File: config.mk
export PLATFORM = sky130hd
export DESIGN_NAME = nexys4ddr_ddr2_maint_flat
export DESIGN_NICKNAME = d
export VERILOG_FILES = /design/src/rtl/nexys4ddr_ddr2_maint_if.sv /design/src/rtl/nexys4ddr_ddr2_maint.sv /design/src/flat_wrapper.sv
export SDC_FILE = /design/constraint.sdc
export NUM_CORES = 1
export LEC_CHECK = 0
export CAP_MARGIN = 10
export CORE_MARGIN = 2
export CORE_UTILIZATION = 45
export DETAILED_ROUTE_END_ITERATION = 12
export DONT_BUFFER_PORTS = 1
export PLACE_DENSITY = 0.71
export SETUP_SLACK_MARGIN = 0.2
export SLEW_MARGIN = 20
export SYNTH_ARGS = -nofsm -noshare
export SYNTH_HDL_FRONTEND = slang
export SYNTH_SLANG_ARGS = --single-unit
File: constraint.sdc
create_clock -name wb_clk_o -period 6.11 [get_ports wb_clk_o]
set_clock_uncertainty 0.15 [all_clocks]
set_input_delay 1.222 -clock wb_clk_o [delete_from_list [all_inputs] [get_ports wb_clk_o]]
set_output_delay 1.222 -clock wb_clk_o [all_outputs]
set_load 0.01 [all_outputs]
File: src/rtl/nexys4ddr_ddr2_maint_if.sv
// Wishbone control-bus bundle between the maintenance master and the DDR2
// wrapper's wbc_* port. Signal names are from the master's point of view.
interface nexys4ddr_ddr2_maint_if #(
    parameter int awc = 4,
    parameter int dwc = 16
);
    logic [awc-1:0] wbm_adr_o;
    logic [dwc-1:0] wbm_dat_o;
    logic           wbm_we_o;
    logic           wbm_cyc_o;
    logic           wbm_stb_o;
    logic [dwc-1:0] wbm_dat_i;
    logic           wbm_ack_i;

    modport master (
        output wbm_adr_o, wbm_dat_o, wbm_we_o, wbm_cyc_o, wbm_stb_o,
        input  wbm_dat_i, wbm_ack_i
    );

    modport slave (
        input  wbm_adr_o, wbm_dat_o, wbm_we_o, wbm_cyc_o, wbm_stb_o,
        output wbm_dat_i, wbm_ack_i
    );
endinterface

File: src/rtl/nexys4ddr_ddr2_maint.sv
// nexys4ddr_ddr2_maint: sequences all maintenance traffic on the DDR2 wrapper
// control port -- calibration polling (reg 0), temperature forwarding (reg 1)
// and refresh/ZQ requests (reg 2), one transaction at a time.
// Optional: define NEXYS4DDR_MAINT_STATS_EN to add the stats_o counters.
module nexys4ddr_ddr2_maint #(
    parameter int awc         = 4,
    parameter int dwc         = 16,
    parameter int POLL_CYC    = 1024,
    parameter int ZQ_PERIOD   = 0,
    parameter int ACK_TIMEOUT = 64
) (
    input  logic        wb_clk_o,
    input  logic        async_rst_i,
    input  logic        wb_rst_i,
    nexys4ddr_ddr2_maint_if.master wbm,
    input  logic [11:0] temp_i,
    input  logic        temp_valid_i,
    input  logic        ref_req_i,
    input  logic        zq_req_i,
    output logic        calib_done_o,
    output logic        busy_o,
    output logic        err_o
`ifdef NEXYS4DDR_MAINT_STATS_EN
    ,
    output logic [47:0] stats_o
`endif
);
    localparam int PW = (POLL_CYC > 1) ? $clog2(POLL_CYC) : 1;
    localparam int ZW = (ZQ_PERIOD > 1) ? $clog2(ZQ_PERIOD) : 1;
    localparam int TW = (ACK_TIMEOUT > 1) ? $clog2(ACK_TIMEOUT) : 1;
    localparam logic [11:0] TEMP_RST = 12'h977;

    typedef enum logic [1:0] {ST_POLL, ST_IDLE, ST_XFER} state_t;
    typedef enum logic [1:0] {K_POLL, K_TEMP, K_REF, K_ZQ} kind_t;

    state_t         state_q, state_d;
    kind_t          kind_q, kind_d;
    logic           cyc_q, cyc_d, we_q, we_d;
    logic [awc-1:0] adr_q, adr_d;
    logic [dwc-1:0] dat_q, dat_d;
    logic           calib_q, calib_d, err_q, err_d;
    logic           ref_pend_q, ref_pend_d, zq_pend_q, zq_pend_d, temp_pend_q, temp_pend_d;
    logic [11:0]    temp_q, temp_d, last_temp_q, last_temp_d;
    logic [PW-1:0]  poll_tmr_q, poll_tmr_d;
    logic [ZW-1:0]  zq_tmr_q, zq_tmr_d;
    logic [TW-1:0]  tmo_q, tmo_d;
    logic           ref_clr, zq_clr, temp_clr, zq_hit, temp_set;
    logic           unused_dat;

    // Only bit 0 of the status read is meaningful.
    assign unused_dat = ^wbm.wbm_dat_i[dwc-1:1];

    // stb is the same flop as cyc: every cycle is a single-beat access.
    assign wbm.wbm_cyc_o = cyc_q;
    assign wbm.wbm_stb_o = cyc_q;
    assign wbm.wbm_we_o  = we_q;
    assign wbm.wbm_adr_o = adr_q;
    assign wbm.wbm_dat_o = dat_q;
    assign calib_done_o  = calib_q;
    assign busy_o        = cyc_q;
    assign err_o         = err_q;

    // Next-state: transaction FSM, pending flags, timers, sync reset last.
    always_comb begin
        state_d     = state_q;
        kind_d      = kind_q;
        cyc_d       = cyc_q;
        we_d        = we_q;
        adr_d       = adr_q;
        dat_d       = dat_q;
        calib_d     = calib_q;
        err_d       = 1'b0;
        last_temp_d = last_temp_q;
        poll_tmr_d  = poll_tmr_q;
        zq_tmr_d    = zq_tmr_q;
        tmo_d       = tmo_q;
        ref_clr     = 1'b0;
        zq_clr      = 1'b0;
        temp_clr    = 1'b0;
        zq_hit      = 1'b0;

        unique case (state_q)
            ST_POLL: begin
                cyc_d   = 1'b1;
                we_d    = 1'b0;
                adr_d   = '0;
                dat_d   = '0;
                kind_d  = K_POLL;
                tmo_d   = '0;
                state_d = ST_XFER;
            end
            ST_IDLE: begin
                tmo_d = '0;
                if (temp_pend_q) begin
                    {cyc_d, we_d, kind_d, state_d} = {2'b11, K_TEMP, ST_XFER};
                    adr_d = awc'(1);
                    dat_d = dwc'(temp_q);
                end else if (ref_pend_q && calib_q) begin
                    {cyc_d, we_d, kind_d, state_d} = {2'b11, K_REF, ST_XFER};
                    adr_d = awc'(2);
                    dat_d = dwc'(1);
                end else if (zq_pend_q && calib_q) begin
                    {cyc_d, we_d, kind_d, state_d} = {2'b11, K_ZQ, ST_XFER};
                    adr_d = awc'(2);
                    dat_d = dwc'(2);
                end else if (poll_tmr_q == PW'(POLL_CYC - 1)) begin
                    state_d = ST_POLL;
                end else begin
                    poll_tmr_d = poll_tmr_q + PW'(1);
                end
            end
            ST_XFER: begin
                if (wbm.wbm_ack_i) begin
                    cyc_d   = 1'b0;
                    state_d = ST_IDLE;
                    unique case (kind_q)
                        K_POLL: begin
                            calib_d    = wbm.wbm_dat_i[0];
                            poll_tmr_d = '0;
                        end
                        // Record the value actually written; temp_q may have moved on.
                        K_TEMP: begin
                            temp_clr    = 1'b1;
                            last_temp_d = dat_q[11:0];
                        end
                        K_REF: ref_clr = 1'b1;
                        K_ZQ:  zq_clr  = 1'b1;
                    endcase
                end else if (tmo_q == TW'(ACK_TIMEOUT - 1)) begin
                    // Abort; the pending flag stays set so the write is retried.
                    cyc_d   = 1'b0;
                    err_d   = 1'b1;
                    state_d = ST_IDLE;
                    if (kind_q == K_POLL) begin
                        calib_d    = 1'b0;
                        poll_tmr_d = '0;
                    end
                end else begin
                    tmo_d = tmo_q + TW'(1);
                end
            end
            default: state_d = ST_POLL;
        endcase

        if (calib_q && ZQ_PERIOD != 0) begin
            if (zq_tmr_q == ZW'(ZQ_PERIOD - 1)) begin
                zq_tmr_d = '0;
                zq_hit   = 1'b1;
            end else begin
                zq_tmr_d = zq_tmr_q + ZW'(1);
            end
        end

        // Set wins over a same-cycle clear.
        temp_set    = temp_valid_i && (temp_i != last_temp_q);
        temp_d      = temp_set ? temp_i : temp_q;
        temp_pend_d = (temp_pend_q && !temp_clr) || temp_set;
        ref_pend_d  = (ref_pend_q && !ref_clr) || ref_req_i;
        zq_pend_d   = (zq_pend_q && !zq_clr) || zq_req_i || zq_hit;

        if (wb_rst_i) begin
            state_d     = ST_POLL;
            kind_d      = K_POLL;
            {cyc_d, we_d, calib_d, err_d} = '0;
            adr_d       = '0;
            dat_d       = '0;
            {ref_pend_d, zq_pend_d, temp_pend_d} = '0;
            temp_d      = '0;
            last_temp_d = TEMP_RST;
            poll_tmr_d  = '0;
            zq_tmr_d    = '0;
            tmo_d       = '0;
        end
    end

    // State registers; async_rst_i forces cyc/stb low immediately.
    always_ff @(posedge wb_clk_o or posedge async_rst_i) begin
        if (async_rst_i) begin
            state_q     <= ST_POLL;
            kind_q      <= K_POLL;
            {cyc_q, we_q, calib_q, err_q} <= '0;
            adr_q       <= '0;
            dat_q       <= '0;
            {ref_pend_q, zq_pend_q, temp_pend_q} <= '0;
            temp_q      <= '0;
            last_temp_q <= TEMP_RST;
            poll_tmr_q  <= '0;
            zq_tmr_q    <= '0;
            tmo_q       <= '0;
        end else begin
            state_q     <= state_d;
            kind_q      <= kind_d;
            {cyc_q, we_q, calib_q, err_q} <= {cyc_d, we_d, calib_d, err_d};
            adr_q       <= adr_d;
            dat_q       <= dat_d;
            {ref_pend_q, zq_pend_q, temp_pend_q} <= {ref_pend_d, zq_pend_d, temp_pend_d};
            temp_q      <= temp_d;
            last_temp_q <= last_temp_d;
            poll_tmr_q  <= poll_tmr_d;
            zq_tmr_q    <= zq_tmr_d;
            tmo_q       <= tmo_d;
        end
    end

`ifdef NEXYS4DDR_MAINT_STATS_EN
    logic [15:0] ref_cnt_q, ref_cnt_d, zq_cnt_q, zq_cnt_d, tmo_cnt_q, tmo_cnt_d;

    assign stats_o = {tmo_cnt_q, zq_cnt_q, ref_cnt_q};

    // Saturating event counters: acked ref writes, acked zq writes, timeouts.
    always_comb begin
        ref_cnt_d = ref_cnt_q;
        zq_cnt_d  = zq_cnt_q;
        tmo_cnt_d = tmo_cnt_q;
        if (ref_clr && ref_cnt_q != 16'hFFFF) ref_cnt_d = ref_cnt_q + 16'd1;
        if (zq_clr  && zq_cnt_q  != 16'hFFFF) zq_cnt_d  = zq_cnt_q  + 16'd1;
        if (err_d   && tmo_cnt_q != 16'hFFFF) tmo_cnt_d = tmo_cnt_q + 16'd1;
        if (wb_rst_i) begin
            ref_cnt_d = '0;
            zq_cnt_d  = '0;
            tmo_cnt_d = '0;
        end
    end

    // Counter registers.
    always_ff @(posedge wb_clk_o or posedge async_rst_i) begin
        if (async_rst_i) begin
            ref_cnt_q <= '0;
            zq_cnt_q  <= '0;
            tmo_cnt_q <= '0;
        end else begin
            ref_cnt_q <= ref_cnt_d;
            zq_cnt_q  <= zq_cnt_d;
            tmo_cnt_q <= tmo_cnt_d;
        end
    end
`endif
endmodule

File: src/flat_wrapper.sv
// flat-port wrapper written by rule: the top's interface ports become plain ports
module nexys4ddr_ddr2_maint_flat 
#(
    parameter int awc         = 4,
    parameter int dwc         = 16,
    parameter int POLL_CYC    = 1024,
    parameter int ZQ_PERIOD   = 0,
    parameter int ACK_TIMEOUT = 64
)
  (wb_clk_o, async_rst_i, wb_rst_i, temp_i, temp_valid_i, ref_req_i, zq_req_i, calib_done_o, busy_o, err_o, wbm_wbm_adr_o, wbm_wbm_dat_o, wbm_wbm_we_o, wbm_wbm_cyc_o, wbm_wbm_stb_o, wbm_wbm_dat_i, wbm_wbm_ack_i);
  nexys4ddr_ddr2_maint_if #(.awc(awc), .dwc(dwc)) wbm_i ();
  input  logic wb_clk_o;
  input  logic async_rst_i;
  input  logic wb_rst_i;
  input  logic [11:0] temp_i;
  input  logic temp_valid_i;
  input  logic ref_req_i;
  input  logic zq_req_i;
  output logic calib_done_o;
  output logic busy_o;
  output logic err_o;
  output wire logic [$bits(wbm_i.wbm_adr_o)-1:0] wbm_wbm_adr_o;
  output wire logic [$bits(wbm_i.wbm_dat_o)-1:0] wbm_wbm_dat_o;
  output wire logic [$bits(wbm_i.wbm_we_o)-1:0] wbm_wbm_we_o;
  output wire logic [$bits(wbm_i.wbm_cyc_o)-1:0] wbm_wbm_cyc_o;
  output wire logic [$bits(wbm_i.wbm_stb_o)-1:0] wbm_wbm_stb_o;
  input wire logic [$bits(wbm_i.wbm_dat_i)-1:0] wbm_wbm_dat_i;
  input wire logic [$bits(wbm_i.wbm_ack_i)-1:0] wbm_wbm_ack_i;
  assign wbm_wbm_adr_o = wbm_i.wbm_adr_o;
  assign wbm_wbm_dat_o = wbm_i.wbm_dat_o;
  assign wbm_wbm_we_o = wbm_i.wbm_we_o;
  assign wbm_wbm_cyc_o = wbm_i.wbm_cyc_o;
  assign wbm_wbm_stb_o = wbm_i.wbm_stb_o;
  assign wbm_i.wbm_dat_i = wbm_wbm_dat_i;
  assign wbm_i.wbm_ack_i = wbm_wbm_ack_i;
  nexys4ddr_ddr2_maint #(.awc(awc), .dwc(dwc), .POLL_CYC(POLL_CYC), .ZQ_PERIOD(ZQ_PERIOD), .ACK_TIMEOUT(ACK_TIMEOUT)) u_core (.wb_clk_o(wb_clk_o), .async_rst_i(async_rst_i), .wb_rst_i(wb_rst_i), .wbm(wbm_i), .temp_i(temp_i), .temp_valid_i(temp_valid_i), .ref_req_i(ref_req_i), .zq_req_i(zq_req_i), .calib_done_o(calib_done_o), .busy_o(busy_o), .err_o(err_o));
endmodule
==> After elaboration in Yosys (flattened, before gate mapping) <==
Cells that the tools add are included.
Widths: inputs -> output; s select.
{ "classes": {"n_addsub": 2, "n_eq_ne": 17, "mux": 73, "reduce_logical": 32} }
{ "op_table": {"columns": ["op", "count"], "rows": [
  ["$mux 10", 8],
  ["$mux 12", 6],
  ["$mux 16", 4],
  ["$pmux 16 s2", 1],
  ["$mux 1", 29],
  ["$mux 2", 11],
  ["$pmux 10 s2", 1],
  ["$mux 6", 3],
  ["$ne 3x3->1 const B", 6],
  ["$mux 4", 4],
  ["$ne 12x12->1", 1],
  ["$pmux 6 s2", 1],
  ["$reduce_and 3->1", 4],
  ["$reduce_bool 3->1", 4],
  ["$add 10x1->10 const B", 1],
  ["$eq 10x10->1 const B", 1],
  ["$reduce_bool 2->1", 5],
  ["$pmux 4 s2", 1],
  ["$add 6x1->6 const B", 1],
  ["$eq 2x2->1 const B", 3],
  ["$eq 6x6->1 const B", 1],
  ["$logic_and 1x1->1", 6],
  ["$ne 6x2->1 const B", 1],
  ["$pmux 2 s3", 1],
  ["other kinds (13)", 20]
]} }
{ "totals": {"reg_bits": 71, "in_bits": 35, "out_inout_bits": 26, "wordCells": 139} }

==> Logic depth before layout (Yosys ltp) <==
Gate-level depths: netlist of the first run.
{ "logic_depth": {"depth_word": 8, "depth_mapped": 8, "ltp_nobuf": 6} }

==> Least setup slack after synthesis of the first run <==
No wires, ideal clock.
{ "synth_timing": {"kind": "input -> register", "from": "in temp_i[10]", "to": "reg u_core.temp_q[11]", "setup_ps": 132, "arrival_ps": 2289, "required_time_ps": 5828, "slack_ps": 3539, "stages": 6, "path_buffers": 1, "path_cell_list": "xnor2_1 -> nand4_1 -> o31ai_4 -> buf_6 -> mux2i_1 -> nor2_1"} }
{ "synth_via": {"elab_chain_len": 3} }
{ "synth_rtl": {"columns": ["element", "line_no", "source"], "rows": [
  ["start: declaration", "flat_wrapper.sv:15", "input logic [11:0] temp_i;"],
  ["$ne 12x12->1", "nexys4ddr_ddr2_maint.sv:155", "temp_set = temp_valid_i && (temp_i != last_temp_q);"],
  ["$logic_and 1x1->1", "nexys4ddr_ddr2_maint.sv:155", null],
  ["$reduce_bool 2->1 (no source line)", null, null],
  ["end signal: assignment", "nexys4ddr_ddr2_maint.sv:197", "temp_q <= temp_d;"],
  ["end: declaration", "nexys4ddr_ddr2_maint.sv:43", "logic [11:0] temp_q, temp_d, last_temp_q, last_temp_d;"]
]} }
Every way passes these cells.
A chain may end at the register's enable or synchronous reset.

==> Final worst setup path of the first run <==
{ "layout_timing": {"from": "in temp_i[10]", "to": "reg u_core.temp_q[9]"} }
Same word-level chain as after synthesis.

==> results of run 1 <==
synthesized netlist by cell type, types with 2 or more instances:
| cell | n |
|---|---|
| o21ai_1 | 3 |
| xor2_1 | 2 |
| nand2_1 | 36 |
| o31ai_1 | 3 |
| nor3_1 | 3 |
| a41oi_1 | 2 |
| a21oi_1 | 16 |
| xnor2_1 | 13 |
| a21o_1 | 2 |
| ha_1 | 2 |
| buf_4 | 10 |
| dfrtp_1 | 56 |
| mux2i_1 | 14 |
| clkbuf_1 | 6 |
| nor2_1 | 23 |
| nand3b_1 | 9 |
| a22o_1 | 11 |
| nand4_1 | 5 |
| inv_1 | 6 |
| nor4_1 | 2 |
| nand3_1 | 15 |
| nor2b_1 | 2 |
| or3_1 | 3 |
| nand2b_1 | 3 |
| o21ai_0 | 8 |
| a31oi_1 | 6 |
| dfstp_2 | 8 |
| a21oi_2 | 2 |
| nor2_2 | 2 |
| a32o_1 | 2 |
| buf_2 | 6 |
| and2_1 | 3 |
report_power, final:
group | leakage, uW | switching [uW] | total, uW | internal, uW
combinational | 0.000527 | 40.4 | 63.0 | 22.6
sequential | 0.000849 | 12.1 | 446 | 434
clock | 0.000106 | 162 | 402 | 240
total | 0.00148 | 214 | 911 | 696
worst max path at each step:
stage                                       start                           endpoint  slack, ps  depth (start not counted)
finish                                 temp_i[10]       u_core.temp_q[9]$_DFFE_PP0P_       3420                          5
global route        u_core.state_q[1]$_DFFE_PP0P_  u_core.last_temp_q[7]$_DFFE_PP0P_       3220                          5
CTS                 u_core.state_q[1]$_DFFE_PP0P_  u_core.last_temp_q[7]$_DFFE_PP0P_       3410                          5
detailed placement                     temp_i[10]       u_core.temp_q[4]$_DFFE_PP0P_       3070                          5
global placement                       temp_i[10]       u_core.temp_q[4]$_DFFE_PP0P_       3090                          5
floorplan                             async_rst_i          u_core.busy_o$_DFFE_PP0P_       3150                          1
state kept, by name, indices dropped and copies added, names as in the netlist:
register	count
u_core.temp_q	12
u_core.wbm.wbm_dat_o	12
u_core.poll_tmr_q	10
u_core.last_temp_q	12
u_core.state_q	2
u_core.wbm.wbm_adr_o	2
u_core.tmo_q	6
u_core.wbm.wbm_we_o	1
u_core.kind_q	1
u_core.temp_pend_q	1
u_core.calib_done_o	1
u_core.zq_pend_q	1
u_core.err_o	1
u_core.ref_pend_q	1
u_core.busy_o	1
layout make-up:
class | instances | share of cell area (%)
Tap cell | 96 | 3.524
Inverter | 6 | 0.6608
Clock inverter | 5 | 2.349
Multi-Input combinational cell | 220 | 41.81
Timing Repair Buffer | 1 | 0.2203
Clock buffer | 11 | 4.148
Sequential cell | 64 | 47.28
worst max-delay path, cell delays in order:
cell and delay, ps:
xnor2_1 180, nand4_1 170, o31ai_4 850, mux2i_1 280, nor2_1 50
per-layer routing:
metal | wire [um] | track usage [%] | share of wire [%]
met5 | 0 | 0 | 0
met4 | 176 | 9.229 | 2.6
met3 | 370 | 6.503 | 5.4
met2 | 3154 | 28.03 | 46
met1 | 3089 | 26.63 | 45
stage by stage:
stage               util, %  setup WS, ps  area [um2]  total power (uW)  instances
finish                49.89          3423        3408             910.6        403
global route          49.89          3221        3408             951.9        403
floorplan                 -          3153        3198             511.8        313
global placement      46.65          3088        3187             514.9        387
detailed placement    46.65          3071        3187             516.6        387
CTS                   49.89          3407        3408             922.4        403
logic make-up after synthesis:
family	share of synthesized area [%]
other cells	0.1180
mux	4.408
simple gates	19.52
flops	50.69
xor+xnor	4.132
compound gates	15.27
fa+ha+maj	0.7870
buf+inv	5.077
==> flow_metrics.tcl, run 1 <==
set metrics [dict create \
    min_period_ps 2687 \
    synth.avg_cell_area_um2 10.32 \
    r2r-end "u_core.last_temp_q[7]$_DFFE_PP0P_" \
    crit_arrival_ps 2770 \
    ys_seq_area_share_pct 50.69 \
    syn_inst 308 \
    cts_buffer_depth 2 \
    ant_nets 0 \
    register_area_um2 1612 \
    grt_pass1_vias 2234 \
    p_per_area_nw_per_um2 267.2 \
    max_freq_ghz 0.3721 \
    whs_endpoint "u_core.wbm.wbm_dat_o[9]$_DFFE_PP0P_" \
    initial_core_util_pct 46.54 \
    hold_buffers 0 \
    chipHeight_um 88.06 \
    period_share_pct 43.98 \
    whs_path_depth 1 \
    num_vias 2295 \
    outcome "complete, no violations" \
    reg2reg_depth 5 \
    r2r-start "u_core.state_q[1]$_DFFE_PP0P_" \
    maxSlewHeadroom_pct 37.22 \
    port_buffers 0 \
    start_kind "input port" \
    worstHoldPathType "reg -> reg" \
    fin_hold_ws_ps 341.5 \
    routed_via_density 5.695 \
    critPathMaxFanout 13 \
    dp_hpwl_mm 4.426 \
    rrSetupSlack_ps 3450 \
    post-synth-top-area-fraction_pct 44.08 \
    ys_seq_elements 64 \
    worstHoldStart "u_core.temp_q[9]$_DFFE_PP0P_" \
    rows 30 \
    dieWidth_um 88.06 \
    worstMarginPinSlew_ps 941.6 \
    hold_violations 0 \
    layout.nets 339 \
    syn_to_final_growth_pct 7.202 \
    finalMaxSlewViolations 0 \
    setup_viol 0 \
    first_iter_violations 129 \
    clk_latency_ps 350 \
    die_area_um2 7754 \
    dr.pass1.iters 4 \
    async_flop_share_pct 100.0 \
    grt_max_degree 65 \
    antenna_cells 0 \
    ios 61 \
    synth_area_um2 3179 \
    path_class "in -> reg" \
    max_cap_viol_count 0 \
    yosys.area.top_type "dfrtp_1" \
    clkTransAtPathRegs_ps 70 \
    grt_antenna_before_repair 0 \
    critPathCaptureType "flip-flop" \
    cts.sinks 64 \
    cts_resized 0 \
    gp_congestion 0.8188 \
    grt_overflow 0 \
    cts_buffers 9 \
    multi_input_area_um2 1425 \
    leakage_uw 0.001482 \
    final_cell_mix "56 x dfrtp_1, 36 x nand2_1, 23 x nor2_1" \
    synth_ff_type "dfrtp_1" \
    grtUsageTotal_pct 19.48 \
    peakVddDrop_mv 0.1244 \
    netlist_top_cells_area "dfrtp_1 44%, dfstp_2 6.6%, mux2i_1 4.4%" \
    required_ps 6190 \
    mostFrequentLayoutCell "dfrtp_1" \
    synth_edf_count 0 \
    htreeDepth 3 \
    post_cts_buffers 0 \
    coreArea_um2 6832 \
    drive_gt1_share_pct 13.03 \
    rsz0062_at_grt "false" \
    fillers 642 \
    wl_per_cell_um 16.85 \
    synth_warnings 0 \
    ys_types 56 \
    clockRootBuffer "clkbuf_8" \
    grt_pass1_wl_mm 11.36 \
    wirelength_mm 6.790 \
    drc_errors 0 \
    tns_ps 0 \
    tritoncts "done" \
]
(Power assumes the default switching activity.)
==> inputs of run 2 (changes only) <==
Settings changed: PLACE_DENSITY 0.71 to 0.73.
Clock period 6.11 ns to 2.41 ns, I/O delays scaled along.
==> run 2 against run 1 <==
Cell count rose by 1.7%. Hold slack got worse by 290 ps. Count of clock-buffer cells in the layout fell by 1. Sequential share of layout area fell by 0.45 points. Critical endpoint is now u_core.poll_tmr_q[3]$_DFFE_PP0P_.
==> flow_metrics.tcl, run 2 (same netlist as run 1, synthesis figures left out) <==
set metrics [dict create \
    outcome "complete, no violations" \
    rsz0062_at_grt "false" \
    dr.pass1.iters 4 \
    clockRootBuffer "clkbuf_8" \
    grtUsageTotal_pct 18.56 \
    ant_nets 0 \
    tritoncts "done" \
    whs_endpoint "u_core.calib_done_o$_DFFE_PP0P_" \
    drive_gt1_share_pct 15.29 \
    worstHoldPathType "in -> reg" \
    peakVddDrop_mv 0.2816 \
    post_cts_buffers 0 \
    r2r-end "u_core.poll_tmr_q[3]$_DFFE_PP0P_" \
    layout.nets 346 \
    gp_congestion 0.8294 \
    die_area_um2 7754 \
    first_iter_violations 137 \
    start_kind "flip-flop" \
    rrSetupSlack_ps 380 \
    required_ps 2460 \
    grt_antenna_before_repair 0 \
    path_class "reg -> reg" \
    grt_pass1_wl_mm 11.00 \
    wl_per_cell_um 15.98 \
    crit_arrival_ps 2090 \
    setup_viol 0 \
    crit_slowest_cell "dfrtp_1" \
    rows 30 \
    grt_max_degree 65 \
    num_vias 2249 \
    period_share_pct 84.39 \
    worstHoldStart "wb_rst_i" \
    clk_latency_ps 340 \
    ios 61 \
    routed_via_density 5.485 \
    hold_violations 0 \
    reg2reg_depth 6 \
    critPathCaptureType "flip-flop" \
    grt_pass1_vias 2226 \
    chipHeight_um 88.06 \
    critPathMaxFanout 8 \
    crit_chain "ha_1 -> nand3_1 -> nor3_4 -> and3b_2 -> a41oi_1 -> a31oi_1" \
    tns_ps 0 \
    whs_path_depth 1 \
    drc_errors 0 \
    antenna_cells 0 \
    leakage_uw 0.001504 \
    r2r-start "u_core.poll_tmr_q[0]$_DFFE_PP0P_" \
    max_cap_viol_count 0 \
    htreeDepth 3 \
    worstMarginPinSlew_ps 511.2 \
    min_period_ps 2034 \
    grt_overflow 0 \
    finalMaxSlewViolations 0 \
    clkTransAtPathRegs_ps 70 \
    port_buffers 0 \
    initial_core_util_pct 46.54 \
    syn_to_final_growth_pct 8.225 \
    coreArea_um2 6832 \
    cts_buffer_depth 2 \
    mostFrequentLayoutCell "dfrtp_1" \
    max_freq_ghz 0.4917 \
    maxSlewHeadroom_pct 65.92 \
    dieWidth_um 88.06 \
    cts_buffers 9 \
    p_per_area_nw_per_um2 619.7 \
    wirelength_mm 6.552 \
    final_cell_mix "56 x dfrtp_1, 36 x nand2_1, 23 x nor2_1" \
    cts.sinks 64 \
    finalPower_uw 2132 \
    dp_hpwl_mm 4.399 \
    slowest_delay_ps 440 \
]
## run 2: timing repair
action | in CTS | in global routing
hold buffers | 1 | 0
resized for setup | 0 | 1
endpoints found under the setup margin | 0 | 2
hold endpoints to repair | 56 | 0
## run 2: per-layer routing
metal | vias up | global-route usage (%) | wire length [um] | share of wire, %
li1 | 1076 | - | - | -
met1 | 1118 | 25.45 | 2900 | 44
met2 | 49 | 27.96 | 3210 | 49
met3 | 6 | 4.713 | 363 | 5.5
met4 | 0 | 8.264 | 78 | 1.2
met5 | - | 0 | 0 | 0
## run 2: final cells by class
class / count / area (um2)
Inverter: 6 / 26.28
Timing Repair Buffer: 8 / 75.07
Fill cell: 669 / 3391
Sequential cell: 64 / 1612
Multi-Input combinational cell: 220 / 1426
Tap cell: 96 / 120.1
Clock buffer: 10 / 137.6
Clock inverter: 6 / 43.79
## run 2: worst max path at each step
| stage | to | slack, ps | start | cells after the start |
|---|---|---|---|---|
| after global routing | u_core.poll_tmr_q[6]$_DFFE_PP0P_ | 220 | u_core.poll_tmr_q[0]$_DFFE_PP0P_ | 6 |
| after floorplan | u_core.temp_q[11]$_DFFE_PP0P_ | 570 | u_core.last_temp_q[4]$_DFFE_PP1P_ | 6 |
| final | u_core.poll_tmr_q[3]$_DFFE_PP0P_ | 380 | u_core.poll_tmr_q[0]$_DFFE_PP0P_ | 6 |
| after CTS | u_core.poll_tmr_q[5]$_DFFE_PP0P_ | 350 | u_core.tmo_q[0]$_DFFE_PP0P_ | 6 |
| after detailed placement | u_core.poll_tmr_q[6]$_DFFE_PP0P_ | 350 | u_core.tmo_q[0]$_DFFE_PP0P_ | 6 |
| after global placement | u_core.poll_tmr_q[6]$_DFFE_PP0P_ | 430 | u_core.poll_tmr_q[0]$_DFFE_PP0P_ | 6 |
## run 2: per-stage QoR
stage	setup slack [ps]	instances	hold WS, ps	util (%)	area (um2)
after floorplan	571.4	313	315.6	-	3202
after global placement	431.6	393	322.3	47.55	3248
after detailed placement	353.7	393	326.4	47.55	3248
after CTS	354.7	410	35.00	50.35	3440
after global routing	222.3	410	31.51	50.37	3441
final	376.1	410	54.41	50.37	3441
## run 2: power breakdown
group	switching (uW)	total [uW]	internal, uW	leakage, uW
combinational	103	171	67.4	0.000562
clock	429	833	404	0.0000926
sequential	30.2	1130	1100	0.000849
## run 2: critical path: cells and delay by family (launching register included)
family	cells	cell delay, ps
flops	1	440
fa+ha+maj	1	250
compound gates	2	300
simple gates	3	770
==> inputs of run 3 (changes only) <==
Settings changed: ABC_AREA from default to 1.
Clock period 2.41 ns to 1.67 ns, I/O delays scaled along.
==> run 3 against run 2 <==
The run now ends with hold timing, setup timing left. Count of clock-buffer cells in the layout grew 1. Total power grew 97%. Hold slack lost 66 ps. Sequential share of layout area shrank 11 points. Critical path type unchanged. Register-to-register slack lost 430 ps. Highest routed layer unchanged. Critical path depth grew 2. Cell count grew 37%. Wire length grew 47%. Largest cell class is now multi-input combinational cells. Core utilization grew 12 points.
==> flow_metrics.tcl, run 3 <==
set metrics [dict create \
    hold_violations 2 \
    gp_congestion 0.8291 \
    synth_ff_type "dfrtp_1" \
    post-synth-top-area-fraction_pct 42.31 \
    peakVddDrop_mv 0.4990 \
    p_sw_uw 1358 \
    period_share_pct 103.4 \
    wl_per_cell_um 17.14 \
    dp_cells 498 \
    ant_nets 0 \
    setup_viol 10 \
    ys_seq_elements 64 \
    worstMarginPinSlew_ps 735.8 \
    netlist_top_cells_area "dfrtp_1 42%, nand2_1 13%, dfstp_2 6.3%" \
    max_freq_ghz 0.5789 \
    grt_max_degree 65 \
    clockRootBuffer "clkbuf_8" \
    coreArea_um2 7176 \
    ios 61 \
    register_area_um2 1613 \
    fin_hold_ws_ps -11.98 \
    synth.avg_cell_area_um2 8.218 \
    mostFrequentLayoutCell "nand2_1" \
    rsz0062_at_grt "true" \
    dieWidth_um 89.79 \
    async_flop_share_pct 100.0 \
    r2r-start "u_core.state_q[1]$_DFFE_PP0P_" \
    path_class "reg -> reg" \
    worstHoldStart "wbm_wbm_ack_i" \
    num_vias 3110 \
    port_buffers 0 \
    clkTransAtPathRegs_ps 80 \
    cts.sinks 64 \
    comb_power_share_pct 25.1 \
    first_iter_violations 280 \
    fillers 558 \
    grt_antenna_before_repair 0 \
    synth_edf_count 0 \
    leakage_uw 0.002105 \
    dr.pass1.iters 4 \
    p_seq_share_pct 42.4 \
    initial_core_util_pct 46.16 \
    maxSlewHeadroom_pct 50.78 \
    wirelength_mm 9.634 \
    drive_gt1_share_pct 31.75 \
    fin_area_um2 4457 \
    max_cap_viol_count 0 \
    routed_via_density 5.534 \
    ys_seq_area_share_pct 48.66 \
    rows 31 \
    power.share.switching_pct 32.40 \
    synth_area_um2 3312 \
    htreeDepth 3 \
    grt_pass1_wl_mm 14.05 \
    internal_power_uw 2833 \
    clockPowerShare_pct 32.5 \
    cts_buffer_depth 2 \
    outcome "finished with violations" \
    grtUsageTotal_pct 21.68 \
    r2r-end "u_core.last_temp_q[11]$_DFFE_PP1P_" \
    clk_latency_ps 350 \
    worstHoldPathType "in -> reg" \
    tns_ps -243.9 \
    whs_path_depth 2 \
    grt_pass1_vias 2964 \
    synth_commonest_cells "117 x nand2_1, 56 x dfrtp_1, 38 x inv_1, 30 x nand3_1, 28 x o21ai_0" \
    min_period_ps 1727 \
    setup_ws_ps -57.34 \
    ys_types 35 \
    reg2reg_depth 8 \
    critPathMaxFanout 5 \
    synth_warnings 0 \
    layout.nets 495 \
    syn_inst 403 \
    postPlaceCellArea_um2 3493 \
    cts_buffers 9 \
    whs_endpoint "u_core.calib_done_o$_DFFE_PP0P_" \
    drc_errors 0 \
    critPathCaptureType "flip-flop" \
    tritoncts "done" \
    antenna_cells 0 \
    final_cell_mix "101 x nand2_1, 55 x dfrtp_1, 34 x inv_1" \
    chipHeight_um 89.79 \
    syn_to_final_growth_pct 34.57 \
    dp_hpwl_mm 4.944 \
    p_per_area_nw_per_um2 940.4 \
    start_kind "flip-flop" \
    yosys.area.top_type "dfrtp_1" \
    failed_checks "hold timing, setup timing" \
    finalMaxSlewViolations 0 \
    multi_input_area_um2 1738 \
    grt_overflow 0 \
    synth.most_common_cell "nand2_1" \
    stdcell_count 562 \
    required_ps 1810 \
    crit_arrival_ps 1860 \
    rrSetupSlack_ps -60 \
    die_area_um2 8062 \
]
run 3: changes by cell type after synthesis, moves of 9 or more:
| cell | previous run | this run |
|---|---|---|
| a22o_1 | 11 | 0 |
| inv_1 | 6 | 38 |
| inv_2 | 0 | 9 |
| mux2i_1 | 14 | 0 |
| nand2_1 | 36 | 117 |
| nand3_1 | 15 | 30 |
| nand3b_1 | 9 | 0 |
| nand4_1 | 5 | 16 |
| o21ai_0 | 8 | 28 |
| xnor2_1 | 13 | 3 |
run 3: cell families after synthesis:
logic type                 synth area share [%]
xor gates and xnor gates                  1.058
AOI/OAI and AO/OA                         12.24
buffers and inverters                     9.482
adders and majority gates                0.7555
other                                    0.1132
DFF                                       48.66
and+or+nand+nor                           27.69
run 3: how the worst max path moves through the flow:
stage,start,to
floorplan,u_core.poll_tmr_q[0]$_DFFE_PP0P_,u_core.poll_tmr_q[5]$_DFFE_PP0P_
global placement,u_core.tmo_q[1]$_DFFE_PP0P_,u_core.poll_tmr_q[7]$_DFFE_PP0P_
detailed placement,u_core.tmo_q[1]$_DFFE_PP0P_,u_core.poll_tmr_q[2]$_DFFE_PP0P_
CTS,u_core.tmo_q[0]$_DFFE_PP0P_,u_core.poll_tmr_q[8]$_DFFE_PP0P_
global route,u_core.tmo_q[1]$_DFFE_PP0P_,u_core.poll_tmr_q[6]$_DFFE_PP0P_
finish,u_core.state_q[1]$_DFFE_PP0P_,u_core.last_temp_q[11]$_DFFE_PP1P_
run 3: metal layers:
metal	routed length, um	global-route usage [%]	vias up
met5	0	0	-
met2	4741	35.98	134
met4	310	8.846	0
met1	3848	26.71	1516
met3	734	6.203	33
li1	-	-	1427
run 3: power by group through the flow:
stage / clock network (uW) / logic, uW / registers, uW
after floorplan: 0 / 509 / 1760
after global routing: 1450 / 1130 / 1790
after CTS: 1360 / 774 / 1750
final: 1360 / 1050 / 1780
after global placement: 0 / 615 / 1780
after detailed placement: 0 / 633 / 1780
run 3: metrics by stage:
stage               total power [uW]  setup WS, ps  util [%]  hold slack [ps]
detailed placement              2415        -41.76     48.68            176.5
global route                    4360        -113.1     62.11            4.470
finish                          4191        -57.34     62.11           -11.98
floorplan                       2273         165.6         -            256.3
CTS                             3889         31.68     56.76            1.679
global placement                2392         29.48     48.68            172.3
run 3: timing repair:
action	CTS	global route
cloned	3	3
endpoints found under the setup margin	48	57
hold buffers	18	1
pin swaps	13	36
setup buffers	11	12
resized for setup	25	77
endpoints found under the hold margin	79	1
run 3: cell type report:
| type | instances | area share [%] |
|---|---|---|
| Clock inverter | 5 | 1.263 |
| Tap cell | 99 | 2.779 |
| Timing Repair Buffer | 58 | 13.28 |
| Multi-Input combinational cell | 278 | 39.00 |
| Sequential cell | 64 | 36.19 |
| Inverter | 47 | 4.323 |
| Clock buffer | 11 | 3.172 |
run 3: worst max-delay path, stage by stage (launching register included):
cell,delay [ps]
dfrtp_1,400
inv_2,80
nor2_4,150
buf_6,130
nand4_1,160
nand2_2,230
clkbuf_16,190
o21ai_2,50
o21ai_1,110
